==> config.mk <==
export PLATFORM = sky130hd
export DESIGN_NAME = divider4_seq
export DESIGN_NICKNAME = d
export VERILOG_FILES = /design/src/rtl/divider4_seq.sv
export SDC_FILE = /design/constraint.sdc
export NUM_CORES = 1
export LEC_CHECK = 0
export BUFFER_PORTS_ARGS = -buffer_cell sky130_fd_sc_hd__buf_2
export CORE_ASPECT_RATIO = 0.8
export CORE_UTILIZATION = 35
export DETAILED_ROUTE_END_ITERATION = 10
export PLACE_DENSITY = 0.49
export SYNTH_ARGS = -nofsm -noshare
export SYNTH_HDL_FRONTEND = slang
export SYNTH_SLANG_ARGS = --single-unit
==> constraint.sdc <==
create_clock -name clk -period 3.6 [get_ports clk]
set_input_delay 0.72 -clock clk [delete_from_list [all_inputs] [get_ports clk]]
set_output_delay 0.72 -clock clk [all_outputs]
set_load 0.02 [all_outputs]
==> src/rtl/divider4_seq.sv <==
// divider4_seq: 4-bit sequential restoring divider, unsigned or two's complement.
// An accepted start produces a one-cycle valid pulse five cycles later. The four
// CALC cycles each retire one quotient bit, MSB first. Signed operands are
// divided as magnitudes and the signs are applied to the final result.
module divider4_seq (
  input  logic       clk,
  input  logic       rst_n,
  input  logic       start,
  input  logic       signed_mode,
  input  logic [3:0] x,
  input  logic [3:0] y,
  output logic       ready,
  output logic       valid,
  output logic [3:0] q,
  output logic [3:0] r,
  output logic       v,
  output logic       dz
);

  localparam logic [1:0] IDLE = 2'd0;
  localparam logic [1:0] CALC = 2'd1;
  localparam logic [1:0] DONE = 2'd2;

  logic [1:0] state;
  logic [1:0] step_cnt;
  logic [3:0] dvd;      // dividend magnitude, shifts left; quotient bits enter at the LSB
  logic [4:0] pr;       // partial remainder
  logic [4:0] dvs;      // divisor magnitude; 5 bits so |-8| = 8 is representable
  logic [3:0] x_reg;    // raw dividend, returned as the remainder on divide-by-zero
  logic       neg_q;
  logic       neg_r;
  logic       dz_reg;
  logic       ovf_reg;

  logic       accept;
  logic       x_neg;
  logic       y_neg;
  logic [4:0] x_mag;
  logic [4:0] y_mag;
  logic [4:0] pr_sh;
  logic [5:0] trial;
  logic       fit;
  logic [4:0] next_pr;
  logic [3:0] next_dvd;
  logic [3:0] q_fin;
  logic [3:0] r_fin;

  assign ready  = (state == IDLE) || (state == DONE);
  assign valid  = (state == DONE);
  assign accept = start && ready;

  // Operand magnitudes; sign-extend before negating so that -8 maps to +8.
  assign x_neg = signed_mode && x[3];
  assign y_neg = signed_mode && y[3];
  assign x_mag = x_neg ? (5'd0 - {x[3], x}) : {1'b0, x};
  assign y_mag = y_neg ? (5'd0 - {y[3], y}) : {1'b0, y};

  // One restoring step plus the sign fix-up applied to the final step's result.
  always_comb begin
    // NOTE: every always_comb output gets a default first, so no path can infer a latch.
    pr_sh    = {pr[3:0], dvd[3]};
    trial    = {1'b0, pr_sh} - {1'b0, dvs};
    fit      = ~trial[5];
    next_pr  = pr_sh;
    next_dvd = {dvd[2:0], fit};
    if (fit) begin
      next_pr = trial[4:0];
    end
    q_fin = neg_q ? (4'd0 - next_dvd) : next_dvd;
    r_fin = neg_r ? (4'd0 - next_pr[3:0]) : next_pr[3:0];
    if (dz_reg) begin
      q_fin = 4'b1111;
      r_fin = x_reg;
    end
  end

  // Control FSM and iteration datapath.
  always_ff @(posedge clk) begin
    // NOTE: sequential state uses non-blocking assignments so every register samples pre-edge values.
    if (!rst_n) begin
      // NOTE: every internal register is cleared in reset, including the datapath, so no stale operand survives an abort.
      state    <= IDLE;
      step_cnt <= 2'd0;
      dvd      <= 4'd0;
      pr       <= 5'd0;
      dvs      <= 5'd0;
      x_reg    <= 4'd0;
      neg_q    <= 1'b0;
      neg_r    <= 1'b0;
      dz_reg   <= 1'b0;
      ovf_reg  <= 1'b0;
    end else begin
      case (state)
        CALC: begin
          dvd      <= next_dvd;
          pr       <= next_pr;
          step_cnt <= step_cnt + 2'd1;
          if (step_cnt == 2'd3) begin
            state <= DONE;
          end
        end
        default: begin
          state <= accept ? CALC : IDLE;
        end
      endcase
      if (accept) begin
        step_cnt <= 2'd0;
        dvd      <= x_mag[3:0];
        pr       <= 5'd0;
        dvs      <= y_mag;
        x_reg    <= x;
        neg_q    <= x_neg ^ y_neg;
        neg_r    <= x_neg;
        dz_reg   <= (y == 4'd0);
        ovf_reg  <= signed_mode && (x == 4'b1000) && (y == 4'b1111);
      end
    end
  end

  // Result registers load only on the transition into DONE and hold otherwise.
  always_ff @(posedge clk) begin
    if (!rst_n) begin
      q  <= 4'd0;
      r  <= 4'd0;
      v  <= 1'b0;
      dz <= 1'b0;
    end else if (state == CALC && step_cnt == 2'd3) begin
      q  <= q_fin;
      r  <= r_fin;
      v  <= ovf_reg;
      dz <= dz_reg;
    end
  end

endmodule
==> impl_metrics.env, run 1 <==
export IMPL_status="finished, final reports clean"
export IMPL_ys_seq_elements=35
export IMPL_first_pass_iters=4
export IMPL_cts_buffers=5
export IMPL_yosysWarnings=0
export IMPL_avgViaCountPerCell=5.13
export IMPL_maxCapViolCount=0
export IMPL_core_um2=5010
export IMPL_cp_slowest_cell="fa_1"
export IMPL_syn_nets=246
export IMPL_critPathMaxStageDelay_ps=510
export IMPL_largest_register="dvs"
export IMPL_port_buffers=23
export IMPL_worstHoldPathType="flip-flop to flip-flop"
export IMPL_grt_pass1_vias=1437
export IMPL_die_area_um2=5490
export IMPL_avgSynthCellArea_um2=8.19
export IMPL_p_per_area_nw_per_um2=442
export IMPL_synth_edf_count=0
export IMPL_finalHoldViolations=0
export IMPL_p_int_uw=650
export IMPL_critical_path_class="flip-flop to flip-flop"
export IMPL_fin_crit_ps=2360
export IMPL_skew_ps=4.98
export IMPL_drc_errors=0
export IMPL_place_inst=298
export IMPL_synthCells=222
export IMPL_switching_power_uw=268
export IMPL_finalSetupTns_ps=0
export IMPL_arrival_ps=2540
export IMPL_tightest_slew_ps=1110
export IMPL_diodes=0
export IMPL_rows=23
export IMPL_worstSkewPairLatency_ps=290
export IMPL_clockPowerShare_pct=34.5
export IMPL_seq_power_share_pct=45.4
export IMPL_area_growth_pct=14.2
export IMPL_grt_overflow=0
export IMPL_grt_max_degree=20
export IMPL_drive_above_1_share_pct=15.6
export IMPL_synth_ff_type="dfxtp_1"
export IMPL_nNetsFinal=267
export IMPL_place_gp_congestion=0.821
export IMPL_cts_buffer_depth=2
export IMPL_relSlewSlack_pct=25.7
export IMPL_setup_slack_ps=1240
export IMPL_via_count=1570
export IMPL_dpl_hpwl_um=3190
export IMPL_htreeDepth=2
export IMPL_largest_reg_flops=5
export IMPL_antenna_found_initial=0
export IMPL_yosysSeqAreaShare_pct=38.5
export IMPL_power_leakage_uw=0.000876
export IMPL_pwr_share_comb_pct=20.0
export IMPL_crit_family="adder cells"
export IMPL_clk_pin_slew_ps=70
export IMPL_hold_buffers=0
export IMPL_cp_data_required_time_ps=3780
export IMPL_ys_async_sr_fraction_pct=0
export IMPL_finalSetupViolCount=0
export IMPL_start_util_pct=36.3
export IMPL_critPathCaptureType="flip-flop"
export IMPL_stdcell_count=306
export IMPL_dp_slack_ps=1240
export IMPL_post_cts_repair_setup_buffers=0
export IMPL_drv_slew=0
export IMPL_cts_root_buf="clkbuf_8"
export IMPL_die_w_um=82.6
export IMPL_cts_tree="built"
export IMPL_switching_share_pct=29.2
export IMPL_drt_iter0_markers=87
export IMPL_fmax_mhz=423
export IMPL_wl_um=4210
export IMPL_synth_cell_types=39
export IMPL_grt_use_total_pct=17.7
export IMPL_rsz0062_at_grt="no"
export IMPL_drtAntennaViolNets=0
export IMPL_post_cts_resized=0
export IMPL_grt_pass1_wl_um=7060
export IMPL_crit_chain="inv_1 -> ha_1 -> inv_1 -> fa_1 -> a21bo_1 -> and2_1 -> ha_1 -> o21ai_0 -> a31oi_1 -> a211oi_1 -> nor2_1"
export IMPL_timing_final_crit_share_pct=65.6
export IMPL_utilization_pct=41.5
export IMPL_ioPinCount=24
export IMPL_wl_per_cell_um=13.7
export IMPL_path_max_fanout=3
export IMPL_ir_drop_mv=0.174
export IMPL_num_fill_cells=538
export IMPL_crit_buf_inv=2
export IMPL_setup_worst_path_start_class="flip-flop"
export IMPL_cts_sinks=35
export IMPL_synth_area_um2=1820
export IMPL_die_h_um=66.5
-- cell usage after synthesis (3+ instances only) --
cell | count | area [µm²]
clkbuf_1 | 9 | 33.8
inv_2 | 3 | 11.3
nand3_1 | 8 | 40.0
o21ai_0 | 7 | 35.0
inv_1 | 13 | 48.8
a21oi_1 | 16 | 80.1
nand2_1 | 39 | 146
a311oi_1 | 4 | 35.0
a211oi_1 | 4 | 30.0
dfxtp_1 | 35 | 701
nor2b_1 | 5 | 31.3
o21ai_1 | 5 | 25.0
a31oi_1 | 7 | 43.8
mux2i_1 | 3 | 30.0
xor2_1 | 6 | 52.6
ha_1 | 11 | 138
nor2_1 | 16 | 60.1
o31ai_1 | 5 | 37.5
-- worst min-delay path: stages, from the launching register on --
cell and delay (ps):
dfxtp_1 310, nand2_1 50, a21oi_1 50
-- cell families (layout without fill, tap and decap cells) --
group / count (synthesis) / count (layout) / share of synthesized area [%]
AOI/OAI and AO/OA: 59 / 59 / 22.3
DFF: 35 / 35 / 38.5
xor gates and xnor gates: 8 / 8 / 3.85
buffers and inverters: 26 / 48 / 5.36
and+or+nand+nor: 78 / 78 / 18.8
muxes: 4 / 4 / 2.48
adders and majority gates: 12 / 12 / 8.67
-- per-layer routing --
| layer | GRT usage (%) | vias to the layer above | wire length, µm |
|---|---|---|---|
| met4 | 5.17 | 0 | 46 |
| met3 | 4.11 | 5 | 171 |
| met1 | 26.1 | 722 | 2310 |
| met5 | 0 | - | 0 |
| li1 | - | 815 | - |
| met2 | 25.2 | 28 | 1680 |
-- worst paths after layout --
| kind | endpoint | start | cells after the start | slack [ps] |
|---|---|---|---|---|
| setup / recovery | r[1]$_SDFFE_PN0P_ | dvd[3]$_SDFFE_PN0P_ | 11 | 1240 |
| hold / removal | v$_SDFFE_PN0P_ | ovf_reg$_SDFFE_PN0P_ | 2 | 450 |
| setup reg to reg | r[1]$_SDFFE_PN0P_ | dvd[3]$_SDFFE_PN0P_ | 11 | 1240 |
| hold reg to reg | v$_SDFFE_PN0P_ | ovf_reg$_SDFFE_PN0P_ | 2 | 450 |
-- power groups by stage --
stage	Sequential, µW	Combinational [µW]	Clock [µW]
after detailed placement	426	186	0
after global routing	421	210	336
final	418	184	317
after CTS	417	186	324
after floorplan	422	143	0
after global placement	427	187	0
-- placed cells by master, fill, tap and decap left out, types with 2 or more instances in the layout --
cell type / n
nand2_1: 39
dfxtp_1: 35
buf_2: 23
a21oi_1: 16
nor2_1: 16
inv_1: 13
ha_1: 11
nand3_1: 8
o21ai_0: 7
a31oi_1: 7
clkbuf_8: 7
xor2_1: 6
nor2b_1: 5
o21ai_1: 5
o31ai_1: 5
a311oi_1: 4
a211oi_1: 4
inv_2: 3
mux2i_1: 3
and2_1: 2
xnor2_1: 2
nor3_1: 2
a32o_1: 2
o21a_1: 2
-- stage by stage --
step	total power, µW	hold slack (ps)	area [µm²]
6_report	919	453	2080
5_1_grt	967	476	2080
4_1_cts	927	453	2080
3_5_place_dp	612	443	1980
3_3_place_gp	613	430	1980
2_1_floorplan	565	420	1820
-- final cells by class --
type	instances	area [µm²]	share of cell area, %
inverter	17	63.8	3.07
clock buffer	8	100	4.82
sequential	35	701	33.7
tap	62	77.6	3.73
timing repair buffer	23	115	5.54
multi-input combinational	161	1020	49.1
(Power assumes the default switching activity.)
==> run 2, diff against run 1 <==
==> constraint.sdc (replaced) <==
create_clock -name clk -period 2.35 [get_ports clk]
set_input_delay 0.47 -clock clk [delete_from_list [all_inputs] [get_ports clk]]
set_output_delay 0.47 -clock clk [all_outputs]
set_load 0.02 [all_outputs]
==> impl_metrics.env, run 2 (synthesis results as in run 1) <==
export IMPL_area_growth_pct=22.1
export IMPL_drive_above_1_share_pct=23.5
export IMPL_finalHoldViolations=0
export IMPL_tightest_slew_ps=454
export IMPL_rr_worst_depth=11
export IMPL_setup_worst_path_start_class="flip-flop"
export IMPL_cp_slowest_cell="fa_1"
export IMPL_utilization_pct=44.4
export IMPL_critical_path_class="flip-flop to flip-flop"
export IMPL_drv_slew=0
export IMPL_die_area_um2=5490
export IMPL_cp_data_required_time_ps=2520
export IMPL_timing_hold_worst_endpoint="dvs[4]$_SDFFE_PN0P_"
export IMPL_worstSkewPairLatency_ps=280
export IMPL_critPathMaxStageDelay_ps=520
export IMPL_dpl_hpwl_um=3220
export IMPL_die_w_um=82.6
export IMPL_min_path_cells=2
export IMPL_clk_pin_slew_ps=70
export IMPL_antenna_found_initial=0
export IMPL_first_pass_iters=4
export IMPL_ir_drop_mv=0.337
export IMPL_cts_sinks=35
export IMPL_wl_per_cell_um=13.9
export IMPL_drtAntennaViolNets=0
export IMPL_cts_buffers=5
export IMPL_grt_use_total_pct=17.3
export IMPL_start_util_pct=36.3
export IMPL_crit_family="adder cells"
export IMPL_timing_final_crit_share_pct=98.1
export IMPL_grt_overflow=0
export IMPL_switching_share_pct=27.6
export IMPL_avgViaCountPerCell=5.04
export IMPL_layout_commonest_cell="nand2_1"
export IMPL_cts_buffer_depth=2
export IMPL_path_max_fanout=3
export IMPL_drt_iter0_markers=138
export IMPL_drc_errors=0
export IMPL_worstReg2RegEnd="r[1]$_SDFFE_PN0P_"
export IMPL_seq_power_share_pct=41.3
export IMPL_via_count=1599
export IMPL_fin_crit_ps=2310
export IMPL_grt_max_degree=20
export IMPL_crit_chain="inv_2 -> ha_2 -> inv_1 -> fa_1 -> a21bo_1 -> and2_4 -> ha_4 -> o21ai_2 -> a31oi_1 -> a211oi_1 -> nor2_1"
export IMPL_clockPowerShare_pct=35.7
export IMPL_place_gp_congestion=0.789
export IMPL_p_per_area_nw_per_um2=698
export IMPL_diodes=0
export IMPL_grt_pass1_vias=1448
export IMPL_core_um2=5010
export IMPL_port_buffers=23
export IMPL_arrival_ps=2480
export IMPL_status="finished, final reports clean"
export IMPL_critPathCaptureType="flip-flop"
export IMPL_cts_tree="built"
export IMPL_die_h_um=66.5
export IMPL_ioPinCount=24
export IMPL_placed_cell_area_um2=2050
export IMPL_rows=23
export IMPL_largest_register="dvs"
export IMPL_worstHoldPathType="flip-flop to flip-flop"
export IMPL_relSlewSlack_pct=69.7
export IMPL_hp_start="dvs[4]$_SDFFE_PN0P_"
export IMPL_p_int_uw=1120
export IMPL_maxCapViolCount=0
export IMPL_r2r_setup_slack_ps=40
export IMPL_r2r_start="dvd[3]$_SDFFE_PN0P_"
export IMPL_finalSetupViolCount=0
export IMPL_power_leakage_uw=0.000949
export IMPL_cts_root_buf="clkbuf_8"
export IMPL_hold_buffers=0
export IMPL_wl_um=4400
export IMPL_switching_power_uw=428
export IMPL_fmax_mhz=434
export IMPL_pwr_share_comb_pct=23.0
export IMPL_crit_buf_inv=2
export IMPL_largest_reg_flops=5
export IMPL_grt_pass1_wl_um=7040
export IMPL_skew_ps=11.1
export IMPL_layout_common_cells="39 x nand2_1, 33 x dfxtp_1, 23 x buf_2, 16 x a21oi_1, 16 x nor2_1"
export IMPL_nNetsFinal=278
export IMPL_fin_area_um2=2220
export IMPL_htreeDepth=2
[run 2: cell types whose count changed in the layout (fill, tap and decap cells not counted), sizes merged]
| cell | previous run | this run |
|---|---|---|
| clkbuf | 8 | 6 |
| bufinv | 0 | 1 |
| buf | 23 | 34 |
| clkinv | 1 | 2 |
[run 2: timing repair]
action / 4_1_cts / 5_1_grt
resized for setup: 0 / 12
buffers inserted: 0 / 2
endpoints found under the setup margin: 0 / 2
[run 2: worst register-to-register path, stage by stage, from the launching register on]
cell and delay [ps]:
dfxtp_2 330, inv_2 60, ha_2 170, inv_1 50, fa_1 520, a21bo_1 230
and2_4 150, ha_4 230, o21ai_2 120, a31oi_1 50, a211oi_1 220, nor2_1 60
[run 2: cell type report]
class                   instances  area (µm²)
clock buffers                   6        82.6
flip-flops and latches         35         703
inverters                      17        63.8
multi-input cells             161        1060
clock inverters                 2        35.0
well taps                      62        77.6
repair buffers                 34         198
fillers                       548        2790
[run 2: worst max-delay path by stage]
stage	depth (start not counted)	start	to	slack, ps
2_1_floorplan	11	dvd[3]$_SDFFE_PN0P_	r[1]$_SDFFE_PN0P_	160
3_5_place_dp	11	dvd[3]$_SDFFE_PN0P_	r[1]$_SDFFE_PN0P_	10
3_3_place_gp	10	pr[0]$_SDFFE_PP0P_	r[1]$_SDFFE_PN0P_	70
5_1_grt	11	dvd[3]$_SDFFE_PN0P_	r[1]$_SDFFE_PN0P_	-30
6_report	11	dvd[3]$_SDFFE_PN0P_	r[1]$_SDFFE_PN0P_	40
4_1_cts	11	dvd[3]$_SDFFE_PN0P_	r[1]$_SDFFE_PN0P_	20
[run 2: metrics by stage]
stage	cells	power, µW	worst slack, ps	TNS [ps]	hold WS, ps
after floorplan	222	865	156	0	420
after global placement	307	973	70.5	0	439
after detailed placement	307	972	10.3	0	439
after CTS	315	1530	23.4	0	449
after global routing	317	1640	-31.0	-31.0	464
final	317	1550	44.8	0	445
[run 2: layer usage]
| layer | GRT usage (%) | wire (µm) |
|---|---|---|
| met1 | 26.2 | 2360 |
| met2 | 23.6 | 1810 |
| met3 | 4.11 | 205 |
| met4 | 5.17 | 28 |
| met5 | 0 | 0 |
[run 2: power groups by stage]
stage                     clock network (µW)  logic [µW]  registers [µW]
after CTS                                572         320             639
after global placement                     0         321             653
after detailed placement                   0         319             653
after global routing                     593         399             643
final                                    553         357             641
after floorplan                            0         219             646
